### src/rtl/audio_pwm_out_if.sv
// rtl/audio_pwm_out_if.sv - sample stream interface into audio_pwm_out
//
// Purpose: groups the valid/ready sample handshake feeding the PWM output stage.
// Signals:
//   s_data  - WIDTH-bit unsigned sample, 0 = minimum level
//   s_valid - s_data is valid
//   s_ready - sink can accept a sample this cycle
// Modports: master (sample producer), slave (audio_pwm_out).

interface audio_pwm_out_if #(
  parameter int WIDTH = 8
);
  logic [WIDTH-1:0] s_data;
  logic             s_valid;
  logic             s_ready;

  modport master (output s_data, output s_valid, input s_ready);
  modport slave  (input s_data, input s_valid, output s_ready);
endinterface

### src/rtl/audio_pwm_out.sv
// rtl/audio_pwm_out.sv - sample FIFO plus frame-paced 1-bit PWM audio output
//
// Purpose: buffers WIDTH-bit samples in a small FIFO, pops one sample per PWM
// frame (2^WIDTH ticks, one tick every PRESCALE clocks) and drives a registered
// 1-bit PWM pin for an external RC filter. Underrun is sticky.
// Optional macro AUDIO_PWM_SD_EN: replaces the comparator with a first-order
// sigma-delta modulator; pacing, FIFO and underrun behaviour are unchanged.
// Ports:
//   clk, rst     - clock, synchronous active-high reset
//   s            - sample stream (slave modport of audio_pwm_out_if)
//   underrun_clr - clears the sticky underrun flag (a new underrun wins)
//   pwm_out      - registered PWM / modulator output
//   frame_start  - one-cycle pulse aligned with a newly loaded level
//   level        - sample currently being played
//   underrun     - sticky: frame boundary with the FIFO empty
//   fifo_count   - current FIFO occupancy

module audio_pwm_out #(
  parameter int WIDTH      = 8,
  parameter int FIFO_DEPTH = 4,
  parameter int PRESCALE   = 1
) (
  input  logic                          clk,
  input  logic                          rst,
  audio_pwm_out_if.slave                s,
  input  logic                          underrun_clr,
  output logic                          pwm_out,
  output logic                          frame_start,
  output logic [WIDTH-1:0]              level,
  output logic                          underrun,
  output logic [$clog2(FIFO_DEPTH):0]   fifo_count
);

  localparam int AW = $clog2(FIFO_DEPTH);
  localparam int CW = AW + 1;
  localparam int PW = (PRESCALE > 1) ? $clog2(PRESCALE) : 1;

  logic [PW-1:0]    presc_q, presc_d;
  logic [WIDTH-1:0] cnt_q, cnt_d;
  logic [WIDTH-1:0] mem_q [FIFO_DEPTH];
  logic [WIDTH-1:0] mem_d [FIFO_DEPTH];
  logic [AW-1:0]    wr_ptr_q, wr_ptr_d;
  logic [AW-1:0]    rd_ptr_q, rd_ptr_d;
  logic [CW-1:0]    count_q, count_d;
  logic [WIDTH-1:0] level_q, level_d;
  logic             underrun_q, underrun_d;
  logic             frame_start_q, frame_start_d;
  logic             pwm_q, pwm_d;

`ifdef AUDIO_PWM_SD_EN
  // The modulator accumulator is {pwm_q, acc_q}: pwm_q holds the carry bit.
  logic [WIDTH-1:0] acc_q, acc_d;
  logic [WIDTH:0]   acc_sum;
`endif

  logic tick, boundary, full, empty, push, pop;

  always_comb begin
    tick     = (presc_q == PW'(PRESCALE - 1));
    boundary = tick && (cnt_q == {WIDTH{1'b1}});
    full     = (count_q == CW'(FIFO_DEPTH));
    empty    = (count_q == '0);
    // Ready is a function of occupancy only, never of s_valid.
    push     = s.s_valid && !full;
    // Pop decision uses the pre-push occupancy, so a push on the boundary
    // into an empty FIFO still counts as an underrun.
    pop      = boundary && !empty;
  end

  always_comb begin
    presc_d = tick ? '0 : presc_q + PW'(1);
    cnt_d   = tick ? cnt_q + WIDTH'(1) : cnt_q;

    mem_d    = mem_q;
    wr_ptr_d = wr_ptr_q;
    if (push) begin
      mem_d[wr_ptr_q] = s.s_data;
      wr_ptr_d        = wr_ptr_q + AW'(1);
    end

    rd_ptr_d = rd_ptr_q;
    level_d  = level_q;
    if (pop) begin
      level_d  = mem_q[rd_ptr_q];
      rd_ptr_d = rd_ptr_q + AW'(1);
    end

    count_d = count_q;
    case ({push, pop})
      2'b10:   count_d = count_q + CW'(1);
      2'b01:   count_d = count_q - CW'(1);
      default: count_d = count_q;
    endcase

    // A fresh underrun takes priority over the clear request.
    underrun_d = underrun_q;
    if (boundary && empty) begin
      underrun_d = 1'b1;
    end else if (underrun_clr) begin
      underrun_d = 1'b0;
    end

    frame_start_d = boundary;

`ifdef AUDIO_PWM_SD_EN
    acc_sum = {1'b0, acc_q} + {1'b0, level_q};
    acc_d   = acc_q;
    pwm_d   = pwm_q;
    if (tick) begin
      acc_d = acc_sum[WIDTH-1:0];
      pwm_d = acc_sum[WIDTH];
    end
`else
    pwm_d = (cnt_q < level_q);
`endif
  end

  always_ff @(posedge clk) begin
    if (rst) begin
      presc_q       <= '0;
      cnt_q         <= '0;
      mem_q         <= '{default: '0};
      wr_ptr_q      <= '0;
      rd_ptr_q      <= '0;
      count_q       <= '0;
      level_q       <= '0;
      underrun_q    <= 1'b0;
      frame_start_q <= 1'b0;
      pwm_q         <= 1'b0;
`ifdef AUDIO_PWM_SD_EN
      acc_q         <= '0;
`endif
    end else begin
      presc_q       <= presc_d;
      cnt_q         <= cnt_d;
      mem_q         <= mem_d;
      wr_ptr_q      <= wr_ptr_d;
      rd_ptr_q      <= rd_ptr_d;
      count_q       <= count_d;
      level_q       <= level_d;
      underrun_q    <= underrun_d;
      frame_start_q <= frame_start_d;
      pwm_q         <= pwm_d;
`ifdef AUDIO_PWM_SD_EN
      acc_q         <= acc_d;
`endif
    end
  end

  assign s.s_ready   = !full;
  assign pwm_out     = pwm_q;
  assign frame_start = frame_start_q;
  assign level       = level_q;
  assign underrun    = underrun_q;
  assign fifo_count  = count_q;

endmodule
### src/flat_wrapper.sv
// flat-port wrapper written by rule: the top's interface ports become plain ports
module audio_pwm_out_flat 
#(
  parameter int WIDTH      = 8,
  parameter int FIFO_DEPTH = 4,
  parameter int PRESCALE   = 1
)
  (clk, rst, underrun_clr, pwm_out, frame_start, level, underrun, fifo_count, s_s_data, s_s_valid, s_s_ready);
  audio_pwm_out_if #(.WIDTH(WIDTH)) s_i ();
  input  logic clk;
  input  logic rst;
  input  logic underrun_clr;
  output logic pwm_out;
  output logic frame_start;
  output logic [WIDTH-1:0] level;
  output logic underrun;
  output logic [$clog2(FIFO_DEPTH):0] fifo_count;
  input wire logic [$bits(s_i.s_data)-1:0] s_s_data;
  input wire logic [$bits(s_i.s_valid)-1:0] s_s_valid;
  output wire logic [$bits(s_i.s_ready)-1:0] s_s_ready;
  assign s_i.s_data = s_s_data;
  assign s_i.s_valid = s_s_valid;
  assign s_s_ready = s_i.s_ready;
  audio_pwm_out #(.WIDTH(WIDTH), .FIFO_DEPTH(FIFO_DEPTH), .PRESCALE(PRESCALE)) u_core (.clk(clk), .rst(rst), .s(s_i), .underrun_clr(underrun_clr), .pwm_out(pwm_out), .frame_start(frame_start), .level(level), .underrun(underrun), .fifo_count(fifo_count));
endmodule
### config.mk
export PLATFORM = sky130hd
export DESIGN_NAME = audio_pwm_out_flat
export DESIGN_NICKNAME = d
export VERILOG_FILES = /design/src/rtl/audio_pwm_out_if.sv /design/src/rtl/audio_pwm_out.sv /design/src/flat_wrapper.sv
export SDC_FILE = /design/constraint.sdc
export NUM_CORES = 1
export LEC_CHECK = 0
export ABC_AREA = 1
export CAP_MARGIN = 15
export CORE_MARGIN = 2
export CORE_UTILIZATION = 45
export DETAILED_ROUTE_END_ITERATION = 8
export PLACE_DENSITY = 0.67
export RECOVER_POWER = 100
export SLEW_MARGIN = 20
export SYNTH_ARGS = -nofsm -noshare
export SYNTH_HDL_FRONTEND = slang
export SYNTH_SLANG_ARGS = --single-unit
### constraint.sdc
create_clock -name clk -period 2.6 [get_ports clk]
set_input_delay 0.52 -clock clk [delete_from_list [all_inputs] [get_ports clk]]
set_output_delay 0.52 -clock clk [all_outputs]
set_load 0.1 [all_outputs]
# After elaboration in Yosys (flattened, before gate mapping)
# Cells that the tools add are included.
# word_totals
register_bits,59
# op_classes
add_sub_neg,6
n_lt_le_gt_ge,4
eq_ne,4
mux,9
bitwise_logic,3
n_reduce_logical,11
# op_table
operator,count
bitwise mux 32 bit,1
2-to-1 mux 8 bit,3
binary-select mux 8 bit (select 2 bit),1
demux 8 bit (select 2 bit),1
adder 8 x 1 -> 8 bit (second input constant),1
== test 8 bit (second input constant),1
< comparator 8 bit,1
>= comparator 3 bit (second input constant),2
NOT 2 -> 3 bit,2
case mux 3 bit (2 select lines),1
logical AND 1 bit,5
adder 2 x 1 -> 2 bit (second input constant),2
nonzero test 2 bit,2
adder 3 x 1 -> 3 bit (second input constant),1
== test 3 bit (second input constant),1
logical NOT 3 bit,1
< comparator 3 x 1 -> 1 bit (second input constant),1
subtractor 3 x 1 -> 3 bit (second input constant),1
== test 2 x 1 -> 1 bit (second input constant),1
== test 2 bit (second input constant),1
logical NOT 1 bit,2
2-to-1 mux 1 bit,2
OR reduction 2 bit,1
adder 1 bit (second input constant),1
NOT 1 bit,1

# Longest topological paths before layout
# depth
depth_word,6
mapped_depth,14

# Worst setup path before layout
# No wires, ideal clock.
# synth_timing
kind,reg2reg
startpoint,register u_core.count_q[2] (netlist: u_core.fifo_count[2])
endpoint,register u_core.count_q[2] (netlist: u_core.fifo_count[2])
setup_time_ns,0.124
arrival_ns,2.606
path_slack_ns,-0.131
path_stages_with_launch,13
cell_sequence,dfxtp_1 -> inv_1 -> nand2_1 -> nand3_2 -> buf_6 -> inv_1 -> ha_1 -> inv_1 -> fa_1 -> nand2_1 -> nand3_1 -> o21ai_0 -> a21oi_1
# synth_between
elab_chain_len,5
# synth_lines
element,line_no,source
start: declaration,audio_pwm_out.sv:44,"logic [CW-1:0] count_q, count_d;"
start signal: assignment,audio_pwm_out.sv:139,count_q <= count_d;
logical NOT 3 bit *,audio_pwm_out.sv:62,empty = (count_q == '0);
logical NOT 1 bit *,audio_pwm_out.sv:67,pop = boundary && !empty;
logical AND 1 bit *,audio_pwm_out.sv:67,
via u_core.pop,audio_pwm_out.sv:56,"logic tick, boundary, full, empty, push, pop;"
== test 2 x 1 -> 1 bit / == test 2 bit (equally long branches),audio_pwm_out.sv:89,"case ({push, pop})"
case mux 3 bit (2 select lines) / nonzero test 2 bit (equally long branches),n/a,
# The timed path passes the listed nets; every way through them passes the cells marked *.
# A chain may end at the register's enable or synchronous reset.

# Final worst setup path
# layout_timing
startpoint,input s_s_valid
endpoint,register u_core.mem_q[7] (netlist name)
# layout_between
elab_chain_len,1
# layout_lines
element,line_no,source
start: declaration,flat_wrapper.sv:19,input wire logic [$bits(s_i.s_valid)-1:0] s_s_valid;
logical AND 1 bit,audio_pwm_out.sv:64,push = s.s_valid && !full;
end signal: assignment,audio_pwm_out.sv:136,mem_q <= mem_d;
end: declaration,audio_pwm_out.sv:40,logic [WIDTH-1:0] mem_q [FIFO_DEPTH];
# Every way passes these cells.

==> results.md <==
* Vias post-DR at 2,577
* Most frequent CP cell: nor2_1
* RSZ-0062 raised after global routing: no
* Worst Setup SP: s_s_valid
* CP top delay family: simple AND/OR/NAND/NOR gates
* FMAX at around 450 MHz
* Global-route usage over all layers at 0.196
* Final Power at around 1.9 mW
* Library cells used by synthesis at 31
* Die W at about 85 um
* Die area at ~0.0072 mm^2
* Hold_buf cts at 0
* P per Cell Area at about 600 mW/mm^2
* Cell Rows at 29
* Initial core utilization at 0.463
* Cells after Synth at 407
* Status: complete, no violations
* Max rail drop VDD at around 0.00035 V
* Worst Path Arrival at 2450 ps
* Worst R2R Setup Slack at about 470 ps
* Iteration-0 DRC count of the detailed router at around 130
* Worst setup SP type: primary input
* Boundary Pins at 27
* Grt met1 use at 0.254
* Setup Skew at about 5.8 ps
* Pleak at 1.46 nW
* Vias in the first global route at 2,451
* Cts bufs inserted at 9
* Max-Cap Viols at 0
* Syn_nets at about 430
* Reg2reg path depth at 12
* Top cells by count, synth: nand2_1, nor2_1, dfxtp_1, inv_1, a21oi_1
* Ys flop type: dfxtp_1
* Yosys top cell by area: dfxtp_1
* # DRC at 0
* Gr ovfl total at 0
* M3 GR Usage at 0.0545
* Switching part of the total at 0.263
* Final slew viol count at 0
* Asr flop ratio synth at 0
* Net switching power at between 0.5 and 0.6 mW
* Count of final setup violators at 0
* Worst setup EP type: flop
* Initial antenna violation count at 0
* First-pass GRT wire length at about 11 mm
* Vert. Die Dim at ~85 um
* Clock edge transition at the registers on the reported setup and hold paths at 60 ps
* Largest net degree at the start of global routing at 37
* Slowest CP cell: nand3_1
* Nets@finish at between 400 and 500
* Worst endpoint required time at 2820 ps
* Fin crit share at 0.858
* H-tree Lvls at 3
* Top-count cell post-synth: nand2_1
* Post-Syn Area per Cell at a little over 7 um^2
* Worst skew pair latency at between 300 and 400 ps
* Num Clock Sinks at just under 60
* WP buf/inv at 2
* Place WS at 404 ps
* Seq/Total Area, Yosys at 0.402
* Final core occ at 0.512
* Clock power share at 0.382
* Antenna-violating nets left at 0
* Worst reg2reg endpoint: u_core.fifo_count[2]
* Yosys top cell area share at 0.402
* CP cell instances: clkdlybuf4s50_1 -> clkbuf_2 -> nand3_1 -> nor2_1 -> nor2_1
* Flops & latches, synth at 59
* Final Hold Violating Endpoints at 0
* Stages on the worst setup path at 5
* Critical path class: primary input to flop
* Antenna cell count at 0
* Vias per cell at about 5.0
* Worst R2R Start: u_core.cnt_q[1]
* Tmin final at 2230 ps
* Routability cong. at 0.775
* Drt pass-1 iters at 4
* CP endpoint: u_core.mem_q[7]
* Met2 Usage GRT at 0.319
* Seq pwr share at 0.504
* Slack of the critical path at 368 ps
* Post-Syn Area at 0.00294 mm^2
* P&R area growth vs syn at 10.5%
* Comb power frac at 0.113
* Clock tree buffer depth at 2
* Final wirelength at about 6.5 mm
* EDFF count, synth at 0
* WL/cell at roughly 13 um
* Fraction of layout instances using a drive strength above 1 at 0.0760
* Core Area at between 0.006 and 0.007 mm^2
* Post-CTS Setup Inserts at 0
* CTS root buf: clkbuf_8
* Crit-path max cell delay at 670 ps
* Fillers at ~660
* Detailed placement HPWL at ~4.4 mm
* TritonCTS clock tree: built
* Top post-synthesis cells by area: dfxtp_1, nand2_1, nor2_1, ha_1, inv_1
* Pint at ~1.4 mW
* PostCTS Resize Cnt at 0
* I/O Buffers at 26
* Worst-Margin Slew at between 1000 and 1500 ps
* YS warnings at 0
* Most Crowded Layer GR: met2
* Min-Delay Path Class: flop to flop
* Post-route setup TNS at 0 ps
* Rel. slew slack at 0.223
* Worst-path fanout max at 20
==> power groups by stage <==
stage               logic, mW  clock network [mW]  registers, mW
floorplan               0.134                   0           1.01
finish                  0.216               0.728          0.961
detailed placement      0.223                   0          0.981
CTS                     0.224               0.758          0.961
global placement        0.218                   0          0.980
global route            0.240               0.792          0.964
==> how the worst min path moves through the flow <==
stage | slack (ps) | to | cells after the start | start
5_1_grt | 480 | u_core.mem_q[29] | 2 | u_core.mem_q[29]
3_5_place_dp | 460 | u_core.mem_q[15] | 2 | u_core.mem_q[15]
4_1_cts | 460 | u_core.mem_q[15] | 2 | u_core.mem_q[15]
2_1_floorplan | 440 | u_core.mem_q[15] | 2 | u_core.mem_q[15]
6_report | 460 | u_core.mem_q[15] | 2 | u_core.mem_q[15]
3_3_place_gp | 450 | u_core.mem_q[28] | 2 | u_core.mem_q[28]
==> flip-flops by register name, indices dropped and copies added (netlist names) <==
signal,count
u_core.mem_q,32
u_core.cnt_q,8
u_core.level,8
u_core.fifo_count,3
u_core.rd_ptr_q,2
u_core.wr_ptr_q,2
u_core.frame_start,1
u_core.presc_q,1
u_core.pwm_out,1
u_core.underrun,1
==> cell type report <==
type,instances,area [um^2],share of cell area
Multi-Input combinational cell,283,1430,0.440
Sequential cell,59,1180,0.364
Inverter,45,169,0.0520
Timing Repair Buffer,31,196,0.0605
Tap cell,77,96.3,0.0297
Clock buffer,14,163,0.0501
Clock inverter,2,10.0,0.00308
==> per-stage QoR <==
step	instances	instance area (um^2)	hold slack, ps
finish	511	3250	460
global route	511	3250	479
CTS	511	3330	463
detailed placement	495	3150	455
global placement	495	3150	449
floorplan	407	2940	441
==> metal layers <==
metal / wire (um) / up-vias
met5: 0 / -
met1: 3050 / 1183
li1: - / 1345
met3: 309 / 9
met2: 3040 / 40
met4: 74 / 0
==> cell families after synthesis <==
logic type	share of synthesized area
other cells	0.00128
buf+inv	0.106
simple gates	0.307
fa+ha+maj	0.0622
compound gates	0.118
flops	0.402
xor+xnor	0.00298
==> worst reg2reg max path, stage by stage, from the launching register on <==
cell and delay, ps:
dfxtp_1 380, ha_1 220, nand3_2 90, nor2_1 180, nand3_2 100, inv_1 70
ha_1 160, inv_1 60, fa_1 380, nand2_1 80, nand3_1 90, o21ai_0 150
a21oi_1 50
==> layout by cell type (no fill, tap or decap), drive strengths merged <==
cell type and count:
nand4 17, dfxtp 59, nand3 9, nor2 64
o21bai 1, clkinv 2, nor3 1, buf 2
o211ai 16, conb 1, a21oi 31, clkdlybuf4s50 10
fa 1, dlygate4sd3 1, nand2 115, nand3b 1
ha 13, xor2 1, clkbuf 32, o21ai 12
inv 45
Note: power is estimated with default switching activity, not from simulation.
